==> src/rtl/operand_loader_pkg.sv <==
// Shared definitions for the operand loader: default sizes and the entry FSM state encoding.
package operand_loader_pkg;

  localparam int N_DEF        = 32;
  localparam int DEPTH_DEF    = 8;
  localparam int AW_DEF       = 3;
  localparam int DEBOUNCE_DEF = 500000;

  typedef enum logic [1:0] {
    ST_IDLE,
    ST_ENTRY,
    ST_FULL,
    ST_WRITE
  } state_e;

endpackage

==> src/rtl/operand_loader_btn_debounce.sv <==
// Raw active-low push-button conditioner: 2-FF synchronizer, level debouncer and
// a single-cycle pulse on each accepted press.
module btn_debounce #(
  parameter int DEBOUNCE_CYC = 500000
) (
  input  logic clk_i,
  input  logic rst_n_i,
  input  logic btn_ni,
  output logic press_o
);

  localparam int CW = $clog2(DEBOUNCE_CYC + 1);

  logic [1:0]    sync_q;
  logic          level_q;
  logic [CW-1:0] cnt_q;

  // NOTE: sequential state uses non-blocking assignments so every register samples pre-edge values.
  always_ff @(posedge clk_i or negedge rst_n_i) begin
    if (!rst_n_i) begin
      sync_q  <= 2'b11;
      level_q <= 1'b1;
      cnt_q   <= '0;
      press_o <= 1'b0;
    end else begin
      sync_q  <= {sync_q[0], btn_ni};
      press_o <= 1'b0;
      if (sync_q[1] == level_q) begin
        cnt_q <= '0;
      end else if (cnt_q == CW'(DEBOUNCE_CYC - 1)) begin
        // The new level has now been seen DEBOUNCE_CYC times in a row.
        level_q <= sync_q[1];
        cnt_q   <= '0;
        press_o <= ~sync_q[1];
      end else begin
        cnt_q <= cnt_q + CW'(1);
      end
    end
  end

endmodule

==> src/rtl/operand_loader.sv <==
// Operand loader: keys N-bit operands a nibble at a time and commits them into two
// DEPTH-entry register banks with combinational read ports for the ALU datapath.
module operand_loader
  import operand_loader_pkg::*;
#(
  parameter int N            = N_DEF,
  parameter int DEPTH        = DEPTH_DEF,
  parameter int AW           = AW_DEF,
  parameter int DEBOUNCE_CYC = DEBOUNCE_DEF
) (
  input  logic          clk_i,
  input  logic          rst_n_i,
  input  logic [3:0]    sw_i,
  input  logic [AW-1:0] wr_addr_i,
  input  logic          wr_bank_i,
  input  logic          btn_load_ni,
  input  logic          btn_commit_ni,
  input  logic          btn_clear_ni,
  input  logic [AW-1:0] addra_i,
  input  logic [AW-1:0] addrb_i,
  output logic [N-1:0]  dato_a_o,
  output logic [N-1:0]  dato_b_o,
  output logic [N-1:0]  shadow_o,
  output logic [3:0]    count_o,
  output logic          err_o,
  output logic          wr_done_o
);

  localparam logic [3:0] FULL_CNT = 4'(N / 4);

  logic load_p, commit_p, clear_p;

  btn_debounce #(.DEBOUNCE_CYC(DEBOUNCE_CYC)) u_db_load (
    .clk_i(clk_i), .rst_n_i(rst_n_i), .btn_ni(btn_load_ni), .press_o(load_p));
  btn_debounce #(.DEBOUNCE_CYC(DEBOUNCE_CYC)) u_db_commit (
    .clk_i(clk_i), .rst_n_i(rst_n_i), .btn_ni(btn_commit_ni), .press_o(commit_p));
  btn_debounce #(.DEBOUNCE_CYC(DEBOUNCE_CYC)) u_db_clear (
    .clk_i(clk_i), .rst_n_i(rst_n_i), .btn_ni(btn_clear_ni), .press_o(clear_p));

  state_e          state_q, state_d;
  logic [N-1:0]    shadow_q, shadow_d;
  logic [3:0]      count_q, count_d;
  logic            err_q, err_d;
  logic            capture;
  logic [AW-1:0]   wr_addr_q;
  logic            wr_bank_q;
  logic [N-1:0]    bank_a [DEPTH];
  logic [N-1:0]    bank_b [DEPTH];

  always_ff @(posedge clk_i or negedge rst_n_i) begin
    if (!rst_n_i) begin
      state_q   <= ST_IDLE;
      shadow_q  <= '0;
      count_q   <= '0;
      err_q     <= 1'b0;
      wr_addr_q <= '0;
      wr_bank_q <= 1'b0;
    end else begin
      state_q  <= state_d;
      shadow_q <= shadow_d;
      count_q  <= count_d;
      err_q    <= err_d;
      if (capture) begin
        wr_addr_q <= wr_addr_i;
        wr_bank_q <= wr_bank_i;
      end
    end
  end

  // NOTE: every always_comb output gets a default first so no path can infer a latch.
  always_comb begin
    state_d  = state_q;
    shadow_d = shadow_q;
    count_d  = count_q;
    err_d    = err_q;
    capture  = 1'b0;
    if (state_q == ST_WRITE) begin
      // The write happens at the end of this cycle; button pulses are ignored here.
      state_d  = ST_IDLE;
      shadow_d = '0;
      count_d  = '0;
      err_d    = 1'b0;
    end else if (clear_p) begin
      state_d  = ST_IDLE;
      shadow_d = '0;
      count_d  = '0;
      err_d    = 1'b0;
    end else if (commit_p) begin
      if (state_q == ST_IDLE) begin
        err_d = 1'b1;
      end else begin
        state_d = ST_WRITE;
        capture = 1'b1;
      end
    end else if (load_p) begin
      if (state_q == ST_FULL) begin
        err_d = 1'b1;
      end else begin
        shadow_d = {shadow_q[N-5:0], sw_i};
        count_d  = count_q + 4'd1;
        state_d  = (count_q + 4'd1 == FULL_CNT) ? ST_FULL : ST_ENTRY;
      end
    end
  end

  // NOTE: the banks are ordinary flops, so they are explicitly cleared by reset like any other state.
  always_ff @(posedge clk_i or negedge rst_n_i) begin
    if (!rst_n_i) begin
      for (int i = 0; i < DEPTH; i++) begin
        bank_a[i] <= '0;
        bank_b[i] <= '0;
      end
    end else if (state_q == ST_WRITE) begin
      if (wr_bank_q) bank_b[wr_addr_q] <= shadow_q;
      else           bank_a[wr_addr_q] <= shadow_q;
    end
  end

  assign dato_a_o  = bank_a[addra_i];
  assign dato_b_o  = bank_b[addrb_i];
  assign shadow_o  = shadow_q;
  assign count_o   = count_q;
  assign err_o     = err_q;
  assign wr_done_o = (state_q == ST_WRITE);

endmodule

==> config.mk <==
export PLATFORM = sky130hd
export DESIGN_NAME = operand_loader
export DESIGN_NICKNAME = d
export VERILOG_FILES = /design/src/rtl/operand_loader_pkg.sv /design/src/rtl/operand_loader_btn_debounce.sv /design/src/rtl/operand_loader.sv
export SDC_FILE = /design/constraint.sdc
export NUM_CORES = 1
export LEC_CHECK = 0
export BUFFER_PORTS_ARGS = -buffer_cell sky130_fd_sc_hd__buf_4
export CAP_MARGIN = 25
export CELL_PAD_IN_SITES_DETAIL_PLACEMENT = 0
export CELL_PAD_IN_SITES_GLOBAL_PLACEMENT = 1
export CORE_MARGIN = 10
export CORE_UTILIZATION = 45
export DETAILED_ROUTE_END_ITERATION = 8
export PLACE_DENSITY = 0.7
export SLEW_MARGIN = 20
export SYNTH_ARGS = -nofsm -noshare
export SYNTH_HDL_FRONTEND = slang
export SYNTH_SLANG_ARGS = --single-unit
==> constraint.sdc <==
create_clock -name clk_i -period 2.1 [get_ports clk_i]
set_input_delay 0.315 -clock clk_i [delete_from_list [all_inputs] [get_ports clk_i]]
set_output_delay 0.315 -clock clk_i [all_outputs]
set_load 0.02 [all_outputs]
======== Word level (Yosys, flattened, before mapping) ========
Index checks and enable logic that the tools add are counted.
storage, ports and cells
  input bits .............................. 19
  flip-flop bits (word level) ............. 624
cells by class
  $add $sub $neg .......................... 4
  equality and inequality tests ........... 14
  bitwise gates (word level) .............. 10
  multiplexer cells ....................... 49
  magnitude comparators ................... 4
  reduce and logical (&&, ||, !) cells .... 13
operators by type and width
  operator                 count
  $bwmux W256              2
  $mux W32                 10
  $bmux W32 S3             2
  $mux W19                 6
  $demux W32 S3            1
  $add A19 B1 Y19 const B  3
  $eq A19 B19 Y1 const B   3
  $mux W4                  5
  $mux W1                  16
  $mux W2                  7
  $ge A4 B4 Y1 const B     3
  $not A3 Y4               3
  $reduce_and A2 Y1        5
  $reduce_and A3 Y1        3
  $ne A4 B3 Y1 const B     2
  $reduce_bool A4 Y1       2
  $not A1 Y1               7
  $ne A3 B2 Y1 const B     2
  $add A4 B1 Y4 const B    1
  $eq A2 B2 Y1 const B     2
  $eq A4 B4 Y1 const B     1
  $lt A4 B1 Y1 const B     1
  $ne A4 B2 Y1 const B     1
  $eq A1 B1 Y1             3
  3 further kinds          3

======== Longest topological paths before layout ========
Gate-level depths: netlist of run 1.
  depth after elaboration ................. 8
  depth in mapped cells ................... 7

======== Cells and area by module ========
A second synthesis of run 1 with hierarchy kept.
second synthesis, totals
  cells, all modules ...................... 1813
  area, all modules ....................... 27956.8 um^2
by module, submodules not included
  module          area an instance (um^2)  cells each  instances  sequential area each (um^2)
  operand_loader  24589.8                  1483        1          13888.3
  btn_debounce    1122.3                   110         3          579.3

======== Worst setup path after synthesis of run 1 ========
OpenSTA, ideal clock, no wires.
  path type ............................... register to register
  start point ............................. reg state_q[1]
  end point ............................... reg bank_a[220] (netlist name)
  buffers on the path ..................... 3
  arrival time ............................ 2118 ps
  setup slack ............................. -145 ps
  period minus slack after synthesis ...... 2245 ps
  stages on the path, launching flop included .. 8
  cell sequence ........................... dfrtp_1 -> ha_1 -> buf_2 -> inv_1 -> or4_1 -> clkbuf_1 -> buf_2 -> mux2_1
between the ends
  cells in the longest elaborated chain, start to end .. 2
ends and longest elaborated chain
  item                                line                   source
  from (decl)                         operand_loader.sv:40   state_e state_q, state_d;
  from (signal assigned)              operand_loader.sv:59   state_q <= state_d;
  $eq A2 B2 Y1                        --
  net wr_done_o                       operand_loader.sv:26   output logic wr_done_o
  $reduce_and A2 Y1 (no source line)  --
  to (signal, indexed assignment)     operand_loader.sv:115  else bank_a[wr_addr_q] <= shadow_q;
  to (decl)                           operand_loader.sv:47   logic [N-1:0] bank_a [DEPTH];
The timed path passes the listed nets, and every way through them passes these cells.
A chain may end at the register's enable or synchronous reset.

======== Worst setup path in the final report of run 1 ========
  start point ............................. reg bank_b[128] (netlist name)
  end point ............................... out dato_b_o[0]
between the ends
  cells in the longest elaborated chain, start to end .. 3
ends and longest elaborated chain
  item                                         line                   source
  from (decl)                                  operand_loader.sv:48   logic [N-1:0] bank_b [DEPTH];
  from (signal, indexed assignment)            operand_loader.sv:114  if (wr_bank_q) bank_b[wr_addr_q] <= shadow_q;
  $bmux W32 S3                                 operand_loader.sv:120  assign dato_b_o = bank_b[addrb_i];
  $mux W32 (not written as such) (2 in a row)  operand_loader.sv:120
  to (decl)                                    operand_loader.sv:22   output logic [N-1:0] dato_b_o,
Every way passes these cells. The select of a mux whose other input is x is not followed.

==> reports/qor.txt, run 1 <==
Synthesized area = 0.0278 mm^2
Share of layout cells above drive strength 1 = 53.6%
I/O Pins = 121
Die height = 269 um
Fillers = 4966
PD cells = 738 mW/mm^2
Register area share after synthesis = 56.2%
Vias per Instance = 5.72
Die width = 269 um
Critical path type = reg2out
Synth Area in XOR/XNOR = 1.26%
Min cycle time layout = 2240 ps
DRC = 0
Total Power = 24.8 mW
Overflow after GRT = 0
Met1 wire length = 29800 um
Adder-Cell Fraction of Synth Area = 0.405%
Unrepaired setup endpoints after global routing = true
DR iter-0 viols = 785
First-pass GRT wire length = 107000 um
Commonest non-fill, non-tap cells in the layout = 614 x dfrtp_1, 513 x mux2_2, 149 x buf_4, 128 x mux4_2, 72 x clkbuf_16
R2R Path End = bank_a[221]$_DFFE_PN0P_
Status = finished, violations left
Initial core utilization = 45.2%
DRT Wirelength = 67800 um
Violated checks = setup timing
Antenna violations before repair = 1
Ys Warns = 0
First-pass DRT Iterations = 4
Area occupied by multi-input gates = 0.0119 mm^2
Critical Path RT = 1780 ps
Vias in the first global route = 17600
Placer Congestion = 0.771
NumNets Final = 2036
Compound-Gate Fraction of Synth Area = 2.01%
Core region area = 0.0615 mm^2
Number of max-cap violations = 0
All-layer global routing usage = 19.2%
R2r startpoint = state_q[0]$_DFFE_PN0P_
Mapped Nets = 1838
Pins Over Slew Limit = 0
Largest net degree at the start of global routing = 85
WHS = 183 ps
Fin Clk Skew = 21.1 ps
Top Metal Used = met5
Root buffer cell = clkbuf_16
PortBufs = 120
CP Max Fanout = 2
Hold WC Path Type = in2async
Critical Path Sink Type = output port
Worst rel slew slack = 48.9%
Yosys reg bits = 624
Final Hold Fails = 0
Fin cells = 2843
WL met2 = 33700 um
Multiplexer area fraction after synthesis = 34.2%
Placed Instances = 2700
Layout area overhead = 20.7%
Clock latency on the worst-skew pair = 600 ps
Leak = 16.1 nW
Reg area = 0.0156 mm^2
F_max = 447 MHz
Worst setup margin = -137 ps
R2r setup slk = 90 ps
Main combinational cell family by area after synthesis = multiplexers
Post-DP HPWL = 42600 um
Cell variety after synth = 46
Wirelength per Cell = 23.9 um
Cts bufs inserted = 69
Fin Setup TNS = -5630 ps
Final Setup Violations = 64
Post-Synthesis Cells = 1810
Crit share post-route = 107%
Vias = 16300
DIE AREA = 0.0721 mm^2
# diodes = 0
TritonCTS clock tree = built
R2R depth = 5
CP startpoint kind = register
Clk sinks = 624
Max clock buf depth = 3
Worst EP arrival = 1920 ps
Worst Tran Pin Value = 767 ps
H-tree depth = 3
ANT nets after route = 0
Clk slew on worst S/H paths = 60 ps
Maximum VDD drop = 0.000565 V
Row cnt = 91
Post-Synth Simple-Gate Area = 3.75%
Leading cell type in the layout, fill and taps excluded = dfrtp_1
Mean Syn Cell Area = 15.4 um^2
Met3 Wirelength = 2770 um
how the worst max path moves through the flow:
stage,from,end,slack [ps]
after floorplan,addra_i[0],dato_a_o[0],-60
after global placement,addra_i[0],dato_a_o[11],-20
after detailed placement,addrb_i[0],dato_b_o[0],-20
after CTS,bank_b[128]$_DFFE_PN0P_,dato_b_o[0],-170
after global routing,bank_b[128]$_DFFE_PN0P_,dato_b_o[0],-200
final,bank_b[128]$_DFFE_PN0P_,dato_b_o[0],-140
critical path: stages (launching register included):
cell,delay (ps)
dfrtp_1,380
mux4_2,480
mux2_4,320
buf_6,140
where the power goes:
part	switching (mW)	total [mW]	internal, mW
registers	0.0202	12.1	12.1
clock network	4.83	11.9	7.09
logic	0.495	0.777	0.283
total	5.34	24.8	19.4
area by class of cell:
cell class                      instances  share of cell area [%]
Sequential cell                       624                    46.6
Multi-Input combinational cell       1034                    35.5
Timing Repair Buffer                  264                    8.15
Clock buffer                           98                    6.05
Tap cell                              790                    2.95
Clock inverter                         18                   0.578
Inverter                               15                   0.168
logic make-up (layout without fill, tap and decap cells):
family,Yosys count,count (layout)
flops,624,624
mux,716,716
fa+ha+maj,9,9
compound gates,77,77
simple gates,192,192
buf+inv,152,395
xor+xnor,40,40
repair_timing:
item / 4_1_cts / 5_1_grt
setup endpoints to repair: 64 / 67
buffers inserted: 7 / 8
hold endpoints to repair: 161 / 0
hold buffers: 12 / 0
pin swaps: 0 / 0
gates resized for setup: 121 / 6
routing by layer:
metal / global-route usage [%] / vias to the layer above
met3: 3.53 / 104
met2: 32.4 / 266
met1: 25.3 / 8799
met5: 0 / -
met4: 5.22 / 2
li1: - / 7100
stage by stage:
step | util [%] | setup WS (ps) | area, um^2
global placement | 49.8 | -16.4 | 30600
floorplan | - | -62.8 | 27800
CTS | 54.4 | -167 | 33500
detailed placement | 49.8 | -21.1 | 30600
global route | 54.6 | -200 | 33500
finish | 54.6 | -137 | 33500
synthesized netlist by cell type (all sizes together):
cell | number | area, um^2
nor2 | 57 | 214
nand4 | 15 | 100
and2 | 2 | 12.5
and4 | 4 | 37.5
and3b | 1 | 8.76
and3 | 2 | 12.5
or4 | 12 | 90.1
a21boi | 3 | 22.5
nand2b | 3 | 18.8
nor4 | 16 | 113
dfstp | 9 | 236
mux2i | 3 | 30.0
xor2 | 14 | 123
a31o | 1 | 8.76
buf | 39 | 178
ha | 9 | 113
o31ai | 9 | 72.6
inv | 15 | 56.3
nand3b | 4 | 30.0
nand3 | 19 | 105
nor3b | 3 | 22.5
o21ai | 13 | 65.1
clkbuf | 98 | 368
dfrtp | 615 | 15400
nor4bb | 1 | 10.0
mux4 | 128 | 2880
a22o | 35 | 307
nand2 | 25 | 93.8
or2 | 2 | 12.5
xnor2 | 26 | 228
nor3 | 10 | 50.1
mux2 | 585 | 6590
a21oi | 15 | 75.1
nor4b | 3 | 26.3
o211ai | 1 | 7.51
or3 | 12 | 80.1
nor2b | 1 | 6.26
state kept, by name, indices dropped and copies added, names as in the netlist:
name                 count
bank_a                 256
bank_b                 256
count_o                  4
err_o                    1
shadow_o                32
state_q                  2
u_db_clear.cnt_q        19
u_db_clear.level_q       1
u_db_clear.press_o       1
u_db_clear.sync_q        2
u_db_commit.cnt_q       19
u_db_commit.level_q      1
u_db_commit.press_o      1
u_db_commit.sync_q       2
u_db_load.cnt_q         19
u_db_load.level_q        1
u_db_load.press_o        1
u_db_load.sync_q         2
wr_addr_q                3
wr_bank_q                1
Power figures use the tool's default switching activity.
==> run 2, diff against run 1 <==
CORE_UTILIZATION = 35   (was 45)
PLACE_DENSITY = not set   (was 0.7)
PLACE_DENSITY_LB_ADDON = 0.1   (was not set)
==> run 2 against run 1 <==
  * The run still ends with setup timing left
  * Global-route usage down 2.9 points
  * First-iteration DRC count down 3.9%
  * Worst setup slack worse by 13 ps
  * Clock power up 4%
  * Count of clock-buffer cells in the layout up 15
  * Register-to-register slack about the same
  * Worst hold slack better by 59 ps
  * Cell area up 1.5%
  * Largest power group is now clock
==> reports/qor.txt, run 2 (same netlist as run 1, synthesis figures left out) <==
Status = finished, violations left
Violated checks = setup timing
DIE AREA = 0.0911 mm^2 (+26%)
Die height = 302 um (+12%)
Root buffer cell = clkbuf_16
Vias per Instance = 5.18 (-9.5%)
Row cnt = 103 (+13%)
Final Hold Fails = 0 (unchanged)
Placed Instances = 2966 (+9.9%)
Largest net degree at the start of global routing = 85 (unchanged)
Fin cells = 3129 (+10%)
Wirelength per Cell = 23.7 um (-0.78%)
R2r startpoint = state_q[0]$_DFFE_PN0P_
F_max = 444 MHz (-0.58%)
Vias in the first global route = 17700 (+0.59%)
Placer Congestion = 0.741 (-3.9%)
Worst rel slew slack = 52.0% (+3.2 points)
Core region area = 0.0789 mm^2 (+28%)
Clock latency on the worst-skew pair = 610 ps (about the same)
Critical Path RT = 1780 ps (about the same)
Worst EP arrival = 1940 ps (+20 ps)
Pins Over Slew Limit = 0 (unchanged)
DR iter-0 viols = 754 (-3.9%)
Commonest non-fill, non-tap cells in the layout = 611 x dfrtp_1, 514 x mux2_2, 159 x buf_4, 128 x mux4_2, 75 x clkbuf_16
Critical Path Sink Type = output port
Worst setup margin = -150 ps (-12.9 ps)
Place WS = -4.83 ps (+16.2 ps)
Fin util = 43.2% (-11 points)
R2R depth = 5 (unchanged)
Total Power = 25.2 mW (+1.8%)
Worst stage delay on the critical path = 470 ps (about the same)
Clk slew on worst S/H paths = 60 ps (about the same)
CP startpoint kind = register
First-pass DRT Iterations = 5 (+1)
Final Setup Violations = 64 (unchanged)
Hold WC Path Type = in2async
Fin Setup TNS = -6240 ps (-610 ps)
Die width = 302 um (+12%)
DRT Wirelength = 74000 um (+9.2%)
PD cells = 740 mW/mm^2 (+0.30%)
# diodes = 0 (unchanged)
CP Max Fanout = 2 (unchanged)
TritonCTS clock tree = built
Crit share post-route = 107% (+0.62 points)
Unrepaired setup endpoints after global routing = true
Min cycle time layout = 2250 ps (+12.9 ps)
Number of max-cap violations = 0 (unchanged)
Leak = 16.2 nW (+0.58%)
Initial core utilization = 35.2% (-10 points)
Max clock buf depth = 3 (unchanged)
Leading cell type in the layout, fill and taps excluded = dfrtp_1
PortBufs = 120 (unchanged)
Fillers = 7092 (+43%)
All-layer global routing usage = 16.4% (-2.9 points)
Worst Tran Pin Value = 720 ps (-47.4 ps)
Critical path type = reg2out
Critical Path, Cell by Cell = mux4_2 > mux2_4 > buf_6
Fin Clk Skew = 17.3 ps (-3.76 ps)
Critical path's slowest cell = mux4_2
Maximum VDD drop = 0.000565 V (about the same)
Clk sinks = 624 (unchanged)
ANT nets after route = 0 (unchanged)
I/O Pins = 121 (unchanged)
DRC = 0 (unchanged)
First-pass GRT wire length = 114000 um (+6.8%)
NumNets Final = 2052 (+0.79%)
Post-DP HPWL = 45500 um (+6.8%)
Cts bufs inserted = 74 (+7.2%)
Antenna violations before repair = 0 (-1)
R2R Path End = bank_a[220]$_DFFE_PN0P_
Layout area overhead = 22.5%
R2r setup slk = 100 ps (about the same)
Share of layout cells above drive strength 1 = 53.7% (+0.15 points)
Vias = 16200 (-0.42%)
H-tree depth = 3 (unchanged)
Overflow after GRT = 0 (unchanged)
==> run 2: report_power, final <==
group	total [mW]	switching, mW	internal, mW
Clock	12.4	5.08	7.28
Combinational	0.787	0.510	0.277
Sequential	12.1	0.0195	12.1
==> run 2: how the worst max path moves through the flow <==
stage                            start           end  depth (start not counted)
3_5_place_dp                addra_i[0]  dato_a_o[19]                          6
4_1_cts        bank_a[131]$_DFFE_PN0P_   dato_a_o[3]                          3
3_3_place_gp                addra_i[0]  dato_a_o[19]                          6
6_report       bank_a[128]$_DFFE_PN0P_   dato_a_o[0]                          3
2_1_floorplan               addra_i[0]   dato_a_o[0]                          4
5_1_grt        bank_a[128]$_DFFE_PN0P_   dato_a_o[0]                          3
==> run 2: layout make-up <==
type / count / area [um^2] / area share (%)
Multi-Input combinational cell: 1034 / 11900 / 35.0
Clock buffer: 113 / 2140 / 6.28
Inverter: 15 / 56.3 / 0.165
Sequential cell: 624 / 15600 / 45.9
Clock inverter: 18 / 184 / 0.540
Tap cell: 1050 / 1310 / 3.86
Timing Repair Buffer: 275 / 2820 / 8.28
==> run 2: repair_timing <==
item                                    CTS  global route
gates resized for setup                 125             6
hold buffers                             12             0
gates cloned                              0             0
endpoints found under the setup margin   66            81
setup buffers                            11             9
hold endpoints to repair                 81             0
==> run 2: layer usage <==
metal	part of all wire, %	global-route usage, %
met1	45	21.5
met4	1.8	4.19
met5	0	0
met3	3.6	2.74
met2	50	27.9
==> run 2: stage by stage <==
stage	hold slack, ps	instance area, um^2
3_3_place_gp	275	31000
6_report	242	34100
5_1_grt	255	34100
4_1_cts	226	34000
2_1_floorplan	19.4	27800
3_5_place_dp	280	31000
==> run 2: worst max-delay path: cells and delay by family, from the launching register on <==
kind | cells | cell delay, ps
multiplexers | 2 | 800
flip-flops | 1 | 370
buffers and inverters | 1 | 140
==> run 3, diff against run 2 <==
SYNTH_HIERARCHICAL = 1   (was not set)
clock period = 2.27 ns   (was 2.1 ns; I/O delays follow)
==> run 3 against run 2 <==
  * The flow still finishes with violations (setup timing)
  * Wire length decreased by 1.6%
  * Worst hold slack improved by 56 ps
  * Clock skew increased by 2.8 ps
  * Largest power group unchanged
==> reports/qor.txt, run 3 <==
Vias = 16000 (-1.1%)
Vias per Instance = 5.20 (+0.40%)
Fin util = 42.7% (-0.49 points)
Number of max-cap violations = 0 (unchanged)
Overflow after GRT = 0 (unchanged)
Placed Instances = 2936 (-1.0%)
DRC = 0 (unchanged)
First-pass GRT wire length = 113000 um (-0.96%)
Fin Setup TNS = -5.54 ps (+6230 ps)
Worst rel slew slack = 46.1% (-5.9 points)
Layout area overhead = 20.8%
ANT nets after route = 0 (unchanged)
WHS = 298 ps (+56.4 ps)
Crit share post-route = 100%
Synthesized area = 0.0280 mm^2 (+0.59%)
Most frequent cell after synthesis = dfrtp_1
Final Hold Fails = 0 (unchanged)
Leak = 15.9 nW (-1.6%)
PD cells = 700 mW/mm^2 (-5.5%)
Critical path type = reg2out
Worst Tran Pin Value = 808 ps (+88.5 ps)
Critical Path RT = 1930 ps (+150 ps)
Post-Synthesis Cells = 1813 (+0.17%)
Min cycle time layout = 2280 ps
Vias in the first global route = 17400 (-1.7%)
Clk slew on worst S/H paths = 60 ps (about the same)
First-pass DRT Iterations = 4 (-1)
Synth area leaders = dfrtp_1 55%, mux2_2 23%, mux4_2 10%
Fin cells = 3082 (-1.5%)
PortBufs = 120 (unchanged)
Share of layout cells above drive strength 1 = 52.8% (-0.92 points)
I/O Pins = 121 (unchanged)
F_max = 439 MHz
Hold WC Path Type = in2async
Leading cell type in the layout, fill and taps excluded = dfrtp_1
Pins Over Slew Limit = 0 (unchanged)
CP Max Fanout = 2 (unchanged)
Cell variety after synth = 49 (+6.5%)
TritonCTS clock tree = built
Post-synth top cells = 615 x dfrtp_1, 578 x mux2_2, 128 x mux4_2
Max clock buf depth = 3 (unchanged)
NumNets Final = 2003 (-2.4%)
Mean Syn Cell Area = 15.4 um^2 (+0.42%)
# diodes = 0 (unchanged)
Antenna violations before repair = 1 (+1)
Top FF cell, synth = dfrtp_1
Die width = 303 um (+0.28%)
Post-DP Area = 0.0308 mm^2 (-0.73%)
EDFF count, synth = 0 (unchanged)
Critical Path Sink Type = output port
Final Setup Violations = 1 (-98%)
Yosys reg bits = 624 (unchanged)
DRT Wirelength = 72900 um (-1.6%)
Worst EP arrival = 1940 ps (about the same)
Largest net degree at the start of global routing = 91 (+7.1%)
CP startpoint kind = register
Maximum VDD drop = 0.000478 V (-15%)
Unrepaired setup endpoints after global routing = true
Violated checks = setup timing
Ys Warns = 6 (+6)
Commonest non-fill, non-tap cells in the layout = 615 x dfrtp_1, 521 x mux2_2, 128 x mux4_2, 124 x buf_4, 77 x clkbuf_16
Clock latency on the worst-skew pair = 610 ps (about the same)
Row cnt = 103 (unchanged)
Worst setup margin = -5.54 ps (+145 ps)
Post-DP HPWL = 46100 um (+1.4%)
DR iter-0 viols = 838 (+11%)
DIE AREA = 0.0916 mm^2 (+0.55%)
Post-route cell area = 0.0338 mm^2 (-0.81%)
All-layer global routing usage = 16.1% (-0.27 points)
Mapped Nets = 1836 (-0.11%)
Status = finished, violations left
Fin Clk Skew = 20.1 ps (+2.83 ps)
Die height = 303 um (+0.28%)
Initial core utilization = 35.3% (+0.092 points)
Cts bufs inserted = 72 (-2.7%)
Synth top area share = 55.0% (-0.32 points)
Root buffer cell = clkbuf_16
H-tree depth = 3 (unchanged)
Clk sinks = 624 (unchanged)
Wirelength per Cell = 23.7 um (about the same)
Area leader, netlist = dfrtp_1
Core region area = 0.0791 mm^2 (+0.33%)
Placer Congestion = 0.737 (-0.63%)
Post-synth ARST share = 100% (unchanged)
Register area share after synthesis = 55.9% (-0.33 points)
## run 3: per-stage QoR
stage / setup WS [ps] / total power, mW
detailed placement: 94.9 / 12.1
global placement: 103 / 12.1
finish: -5.54 / 23.6
floorplan: 236 / 11.6
CTS: -37.1 / 24.1
global route: -57.0 / 24.5
## run 3: power by group
part           switching, mW  total, mW  internal [mW]
Combinational          0.464      0.710          0.246
Sequential            0.0256       11.2           11.2
Clock                   4.59       11.8           7.17
## run 3: routing by layer
metal	global-route usage [%]	vias to the layer above	wire length (um)	part of all wire (%)
met1	21.8	8665	33500	46
met5	0	-	13	0.018
met4	4.35	2	1470	2.0
met2	26.6	199	35500	49
met3	2.73	99	2390	3.3
li1	-	7057	-	-
## run 3: layout make-up
| type | count | area, um^2 |
|---|---|---|
| Clock buffer | 118 | 2280 |
| Clock inverter | 8 | 123 |
| Fill cell | 7193 | 45300 |
| Inverter | 10 | 37.5 |
| Multi-Input combinational cell | 1038 | 11900 |
| Sequential cell | 624 | 15600 |
| Tap cell | 1050 | 1310 |
| Timing Repair Buffer | 234 | 2480 |
## run 3: kinds of logic after synthesis
kind of cell             share of synthesized area (%)
multiplexers                                      33.8
flip-flops                                        55.9
AND/OR/NAND/NOR                                   4.10
buffers and inverters                             2.54
AO/OA/AOI/OAI                                     1.85
XOR/XNOR                                          1.60
adder cells (fa/ha/maj)                          0.179
## run 3: repair_timing
action / 4_1_cts / 5_1_grt
hold endpoints to repair: 41 / 0
hold buffers: 12 / 0
gates resized for setup: 91 / 27
setup buffers: 2 / 6
setup endpoints to repair: 50 / 60
## run 3: worst max-delay path, stage by stage, from the launching register on
cell	delay, ps
dfrtp_1	380
mux4_2	480
mux2_4	330
buf_6	140
## run 3: path summary, 6_finish.rpt
path / from / end / slack [ps] / cells past startpoint
min reg2reg: u_db_commit/sync_q[0]$_DFF_PN1_ / u_db_commit/sync_q[1]$_DFF_PN1_ / 360 / 0
min in group clk_i: u_db_commit/sync_q[0]$_DFF_PN1_ / u_db_commit/sync_q[1]$_DFF_PN1_ / 360 / 0
max reg2reg: wr_addr_q[2]$_DFFE_PN0P_ / bank_b[104]$_DFFE_PN0P_ / 270 / 4
max: bank_b[39]$_DFFE_PN0P_ / dato_b_o[7] / -6 / 3
max in group asynchronous: rst_n_i / bank_b[110]$_DFFE_PN0P_ / 1120 / 3
min: rst_n_i / bank_a[49]$_DFFE_PN0P_ / 300 / 2
